### config.mk
export PLATFORM = sky130hd
export DESIGN_NAME = mul_share_arbiter
export DESIGN_NICKNAME = d
export VERILOG_FILES = /design/src/rtl/cva5_types.sv /design/src/rtl/mul_pipe_core.sv /design/src/rtl/mul_share_arbiter.sv
export SDC_FILE = /design/constraint.sdc
export NUM_CORES = 2
export LEC_CHECK = 0
export BUFFER_PORTS_ARGS = -buffer_cell sky130_fd_sc_hd__buf_2
export CAP_MARGIN = 20
export CORE_ASPECT_RATIO = 1.5
export CORE_MARGIN = 5
export CORE_UTILIZATION = 55
export CTS_BUF_LIST = sky130_fd_sc_hd__clkbuf_16
export DETAILED_ROUTE_END_ITERATION = 12
export PLACE_DENSITY_LB_ADDON = 0.2
export SYNTH_ARGS = -nofsm -noshare
export SYNTH_HDL_FRONTEND = slang
export SYNTH_SLANG_ARGS = --single-unit
### constraint.sdc
create_clock -name clk -period 19.8 [get_ports clk]
set_input_delay 0 -clock clk [delete_from_list [all_inputs] [get_ports clk]]
set_output_delay 0 -clock clk [all_outputs]
set_load 0.02 [all_outputs]
### src/rtl/cva5_types.sv
// Shared types for the multiplier-sharing slice: result tag and the request bundle
// a requester presents to the shared multiplier.
package cva5_types;

    localparam int ID_W = 4;

    typedef logic [ID_W-1:0] id_t;

    typedef struct packed {
        logic [32:0] rs1;
        logic [32:0] rs2;
        logic        mulh;
        id_t         id;
    } mul_share_req_t;

endpackage

### src/rtl/mul_pipe_core.sv
// Two-stage shared multiplier: stage 0 captures the request, stage 1 holds the product.
// Each stage loads only when its advance input is high.
module mul_pipe_core
    import cva5_types::*;
(
    input  logic           clk,
    input  logic           rst,
    input  logic           adv0,
    input  logic           adv1,
    input  logic           in_valid,
    input  mul_share_req_t in_req,
    input  logic           in_owner,
    output logic           v0,
    output logic           v1,
    output logic           owner1,
    output logic           mulh1,
    output id_t            id1,
    output logic [63:0]    product
);

    mul_share_req_t req0;
    logic           owner0;
    logic [63:0]    rs1_ext;
    logic [63:0]    rs2_ext;

    // Sign-extending to 64 bits keeps exactly the low 64 bits of the 66-bit product.
    always_comb begin
        rs1_ext = {{31{req0.rs1[32]}}, req0.rs1};
        rs2_ext = {{31{req0.rs2[32]}}, req0.rs2};
    end

    always_ff @(posedge clk) begin
        if (rst) begin
            v0 <= 1'b0;
            v1 <= 1'b0;
        end else begin
            if (adv0) v0 <= in_valid;
            if (adv1) v1 <= v0;
        end
    end

    always_ff @(posedge clk) begin
        if (adv0) begin
            req0   <= in_req;
            owner0 <= in_owner;
        end
        if (adv1) begin
            product <= rs1_ext * rs2_ext;
            owner1  <= owner0;
            mulh1   <= req0.mulh;
            id1     <= req0.id;
        end
    end

endmodule

### src/rtl/mul_share_arbiter.sv
// Round-robin arbiter sharing one pipelined multiplier between two requesters;
// results return to the owning port in grant order.
module mul_share_arbiter
    import cva5_types::*;
#(
    parameter int NUM_REQ       = 2,
    parameter int INIT_PRIORITY = 0
) (
    input  logic                         clk,
    input  logic                         rst,
    input  logic [NUM_REQ-1:0]           req_valid,
    output logic [NUM_REQ-1:0]           req_ready,
    input  logic [NUM_REQ-1:0][32:0]     req_rs1,
    input  logic [NUM_REQ-1:0][32:0]     req_rs2,
    input  logic [NUM_REQ-1:0]           req_mulh,
    input  id_t  [NUM_REQ-1:0]           req_id,
    output logic [NUM_REQ-1:0]           resp_valid,
    input  logic [NUM_REQ-1:0]           resp_ack,
    output logic [31:0]                  resp_rd,
    output id_t                          resp_id
);

    logic           v0;
    logic           v1;
    logic           owner1;
    logic           mulh1;
    id_t            id1;
    logic [63:0]    product;
    logic           adv0;
    logic           adv1;
    logic           last_grant;
    logic           grant_idx;
    logic           xfer;
    mul_share_req_t sel;

    always_comb begin
        grant_idx = 1'b0;
        if (req_valid[0] && req_valid[1]) grant_idx = ~last_grant;
        else if (req_valid[1])            grant_idx = 1'b1;

        adv1 = ~v1 | resp_ack[owner1];
        adv0 = ~v0 | adv1;

        req_ready = '0;
        if (!rst && adv0 && (|req_valid)) req_ready[grant_idx] = 1'b1;
        xfer = |req_ready;

        sel.rs1  = req_rs1[grant_idx];
        sel.rs2  = req_rs2[grant_idx];
        sel.mulh = req_mulh[grant_idx];
        sel.id   = req_id[grant_idx];
    end

    always_ff @(posedge clk) begin
        if (rst)       last_grant <= (INIT_PRIORITY == 0);
        else if (xfer) last_grant <= grant_idx;
    end

    mul_pipe_core u_core (
        .clk      (clk),
        .rst      (rst),
        .adv0     (adv0),
        .adv1     (adv1),
        .in_valid (xfer),
        .in_req   (sel),
        .in_owner (grant_idx),
        .v0       (v0),
        .v1       (v1),
        .owner1   (owner1),
        .mulh1    (mulh1),
        .id1      (id1),
        .product  (product)
    );

    // Results are suppressed while rst is high so a stale stage 1 never shows.
    always_comb begin
        resp_valid = '0;
        if (v1 && !rst) resp_valid[owner1] = 1'b1;
        resp_rd = mulh1 ? product[63:32] : product[31:0];
        resp_id = id1;
    end

endmodule
* Word level (Yosys, flattened, before mapping) *
Index checks and enable logic that the tools add are counted.

storage, ports and cells
  bits in registers = 145
  bits of input ports = 148
  output and inout bits = 40
  logic and storage cells = 50

cells by class
  multiply operators = 1
  magnitude comparators = 4
  mux-type cells = 19
  bitwise gates (word level) = 5
  reduce and logical (&&, ||, !) cells = 9

operators by type and width
  cell                  count
  $mux W33              4
  $mul A33 B33 Y64      1
  $mux W32              1
  $mux W1               8
  $mux W4               2
  $logic_and A1 B1 Y1   6
  $lt A1 B2 Y1 const B  2
  $mux W2               2
  $reduce_or A2 Y1      2
  $not A1 Y1            3
  $demux W1 S1          2
  $ge A1 B1 Y1 const B  2
  $or A1 B1 Y1          2
  $logic_not A1 Y1      1

* Longest topological paths before layout *
  word-level depth = 8
  mapped depth = 28
  depth with buffers taken out = 26

* Cells and area by module *
From an unflattened synthesis, not the netlist that was laid out.

second synthesis, totals
  cell total of the unflattened synthesis = 4406
  area, all modules = 44052.2 µm²

by module, submodules not included
  module             times used  cells each  area an instance (µm²)
  mul_pipe_core      1           4274        42663.4
  mul_share_arbiter  1           132         1388.8

* Worst setup path before layout *
No wires, ideal clock.

  path kind = reg2reg
  start = register u_core.req0[70] in the netlist's numbering
  end = register u_core.product[60] (data pin)
  setup time = 0.262 ns
  arrival time = 7.445 ns
  required time = 19.538 ns
  path slack = 12.093 ns
  stages on the path, launching flop included = 25
  path through = edfxtp_1 > clkbuf_1 > nand2_1 > inv_1 > fa_1 > fa_1 > fa_1 > inv_1 > fa_1 > inv_1 > fa_1 > fa_1 > inv_1 > fa_1 > fa_1 > inv_1 > ha_1 > clkbuf_1 > a21o_1 > a31oi_1 > nand2_1 > a2111o_1 > nand2_1 > o21ai_1 > xor2_1

on the way
  longest elaborated chain between the ends = 1

ends and longest elaborated chain
  element                   RTL line             source
  start: declaration        mul_pipe_core.sv:21  mul_share_req_t req0;
  start signal: assignment  mul_pipe_core.sv:44  req0 <= in_req;
  $mul A33 B33 Y64          mul_pipe_core.sv:48  product <= rs1_ext * rs2_ext;
  end signal: assignment    mul_pipe_core.sv:48
  end: declaration          mul_pipe_core.sv:18  output logic [63:0] product

No other way between the ends.
A chain may end at the register's enable or synchronous reset.

* Worst setup path in the final report *
  start = register u_core.req0[5] in the netlist's numbering
  end = register u_core.product[62] (data pin)

Same word-level chain as after synthesis.

==> reports/qor.yml <==
critical_path:
  setup.worst_path.class: "flip-flop to flip-flop"
  critical_path.endpoint_type: "flip-flop"
  critPathMaxStageDelay_ns: 1.05
  cp_cell_sequence: "nand2_1 > inv_1 > fa_1 > fa_1 > fa_1 > inv_1 > fa_1 > inv_1 > fa_1 > fa_1 > inv_1 > fa_1 > fa_1 > inv_1 > ha_1 > a21o_1 > a21o_1 > a21oi_1 > o21ai_0 > a21oi_1 > o21a_1 > a31o_1 > xnor2_1"
  reg2reg_slack_ns: 10.89
  reg2reg_depth: 23
  timing.rr.end: "u_core.product[62]"
  cp_common_cell: "fa_1"
  cp-start-kind: "flip-flop"
  required_ns: 20.05
  worstPathMaxFanout: 33
  cp.arrival_ns: 9.15
  r2r-start: "u_core.req0[5]"
  cp_slowest_cell: "edfxtp_1"
min_path:
  min_path_type: "primary input to flip-flop"
  min-delay-start: "resp_ack[0]"
  hold_depth: 3
  min_to: "u_core.mulh1"
timing:
  drv_slew: 0
  max_clock_freq_mhz: 112
  worstMarginPinSlew_ns: 1.09
  fin_crit_ns: 8.91
  fin_skew_ns: 0.0227
  rsz0062_at_grt: "false"
  maxSlewHeadroom: 0.274
  fin_crit_sh: 0.450
  finalSetupTns_ns: 0
  setup_viol: 0
  hold_viol_final: 0
synth:
  ys_warn_count: 0
  synth.top_cell.area_share: 0.513
  synth_nets: 5909
  synthArstFlopShare: 0
  mappedNetlistArea_mm2: 0.0439
  ys_ff_latch: 145
  synth_most_common_cell: "fa_1"
  synth-edff-count: 142
  synthTopCellsByCount: "fa_1, inv_1, nand2_1"
  synthTopCellsByArea: "fa_1, edfxtp_1, inv_1"
  synth_top_area_cell: "fa_1"
  syn_avg_cell_area_um2: 9.92
  syn_inst: 4424
  yosys.cell_types.count: 62
  synth_ff_type: "edfxtp_1"
  synth_seq_area_share: 0.0986
clock_tree:
  clock_sinks: 145
  cts-buffers-inserted: 17
  cts_root_buf: "clkbuf_16"
  clockBufferDepth: 2
  clk_latency_ns: 0.52
  cts_tree: "yes"
  htreeDepth: 4
  clk_pin_slew_worst_paths_ns: 0.09
  ctsResizeCount: 0
routing:
  via_per_inst: 5.53
  wl_per_cell_um: 22.3
  wirelength_um: 126000
  drc: 0
  antenna_left: 0
  drt_iter0_drc: 1741
  first_pass_iters: 9
  vias: 31300
floorplan:
  rows: 127
  dieArea_mm2: 0.0856
  die_width_um: 241
  ios: 188
  core_area_mm2: 0.0796
  die_y_um: 356
  initial_utilization: 0.551
finish:
  multi_input_area_mm2: 0.0346
  nNetsFinal: 6104
  fill_cells: 6815
  syn2layout_area_growth_pct: 9.01
  drive_gt1_frac: 0.0881
  regArea_mm2: 0.00432
run_status:
  status: "finished, final reports clean"
global_routing:
  antenna_found_initial: 2
  grt_max_degree: 72
  track_usage: 0.307
  grt_overflow: 0
  grt_first_pass_wirelength_um: 197000
  grt_pass1_vias: 35500
flow_run:
  cap_violations: 0
place:
  gp_congestion: 0.940
  io_buffer_count: 187
  hpwl_um: 97700
## critical path: cells and delay by family, from the launching register on
family	cells	cell delay (ns)
xor+xnor	1	0.07
flops	1	1.05
buf+inv	5	0.80
fa+ha+maj	9	5.30
compound gates	7	1.19
simple gates	1	0.21
## sequential cells by signal, indices dropped and copies added, names as in the netlist
signal,count
u_core.v0,1
u_core.product,64
u_core.mulh1,1
u_core.req0,71
u_core.v1,1
last_grant,1
u_core.owner0,1
u_core.id1,4
u_core.owner1,1
## cell usage in the layout (no fill, tap or decap), types with 7 or more instances in the layout
cell type,n
xnor2_1,56
ha_1,212
a21oi_1,64
buf_2,187
a31oi_1,12
buf_4,68
and2_1,541
nand3_1,17
fa_1,1125
nand2b_1,11
a211oi_1,7
o21bai_1,7
o21ai_0,26
o21ai_1,10
inv_1,1097
mux2_2,103
nand2_1,557
a21o_1,35
edfxtp_1,142
nor2b_1,25
nor2_1,33
xor2_1,22
nor3_1,12
o21a_1,7
nand4_1,12
dlygate4sd3_1,147
clkbuf_16,18
## per-layer routing
| layer | GRT usage | part of all wire |
|---|---|---|
| met1 | 0.313 | 0.31 |
| met2 | 0.566 | 0.55 |
| met3 | 0.0342 | 0.043 |
| met4 | 0.233 | 0.097 |
| met5 | 0 | 0.000087 |
## final cells by class
cell class,instances,area share
timing repair buffer,403,0.0615
clock buffer,17,0.00889
tap,1032,0.0270
multi-input combinational,2954,0.723
antenna,1,0.0000523
inverter,1098,0.0862
sequential,145,0.0904
clock inverter,15,0.00264
## repair_timing
action,4_1_cts,5_1_grt
hold buffers,147,0
hold endpoints to repair,75,0
setup buffers,0,0
setup endpoints to repair,0,0
## kinds of logic after synthesis
| group | synth area share |
|---|---|
| adders and majority gates | 0.574 |
| xor gates and xnor gates | 0.0156 |
| DFF | 0.0986 |
| muxes | 0.0267 |
| and+or+nand+nor | 0.142 |
| buffers and inverters | 0.113 |
| AOI/OAI and AO/OA | 0.0297 |
## metrics by stage
step           utilization  hold WS (ns)  area (µm²)  setup WS [ns]  cells
2_1_floorplan            -        0.0691       43900          12.09   4424
3_3_place_gp         0.575         0.258       45800          11.10   5484
3_5_place_dp         0.575         0.264       45800          10.98   5484
4_1_cts              0.600        0.0189       47800          10.93   5663
5_1_grt              0.601        0.0688       47800          10.40   5665
6_report             0.601        0.0753       47800          10.89   5665
## worst max-delay path by stage
stage	slack, ns	end	startpoint	cells after the start
floorplan	12.09	u_core.product[60]	u_core.req0[70]	24
global placement	11.10	u_core.product[60]	u_core.req0[5]	22
detailed placement	10.98	u_core.product[62]	u_core.req0[5]	23
CTS	10.93	u_core.product[62]	u_core.req0[5]	23
global route	10.40	u_core.product[62]	u_core.req0[5]	23
finish	10.89	u_core.product[62]	u_core.req0[5]	23
Power is not shown: default switching activity piles up to over one toggle a cycle in this logic, so the estimate is an artifact.
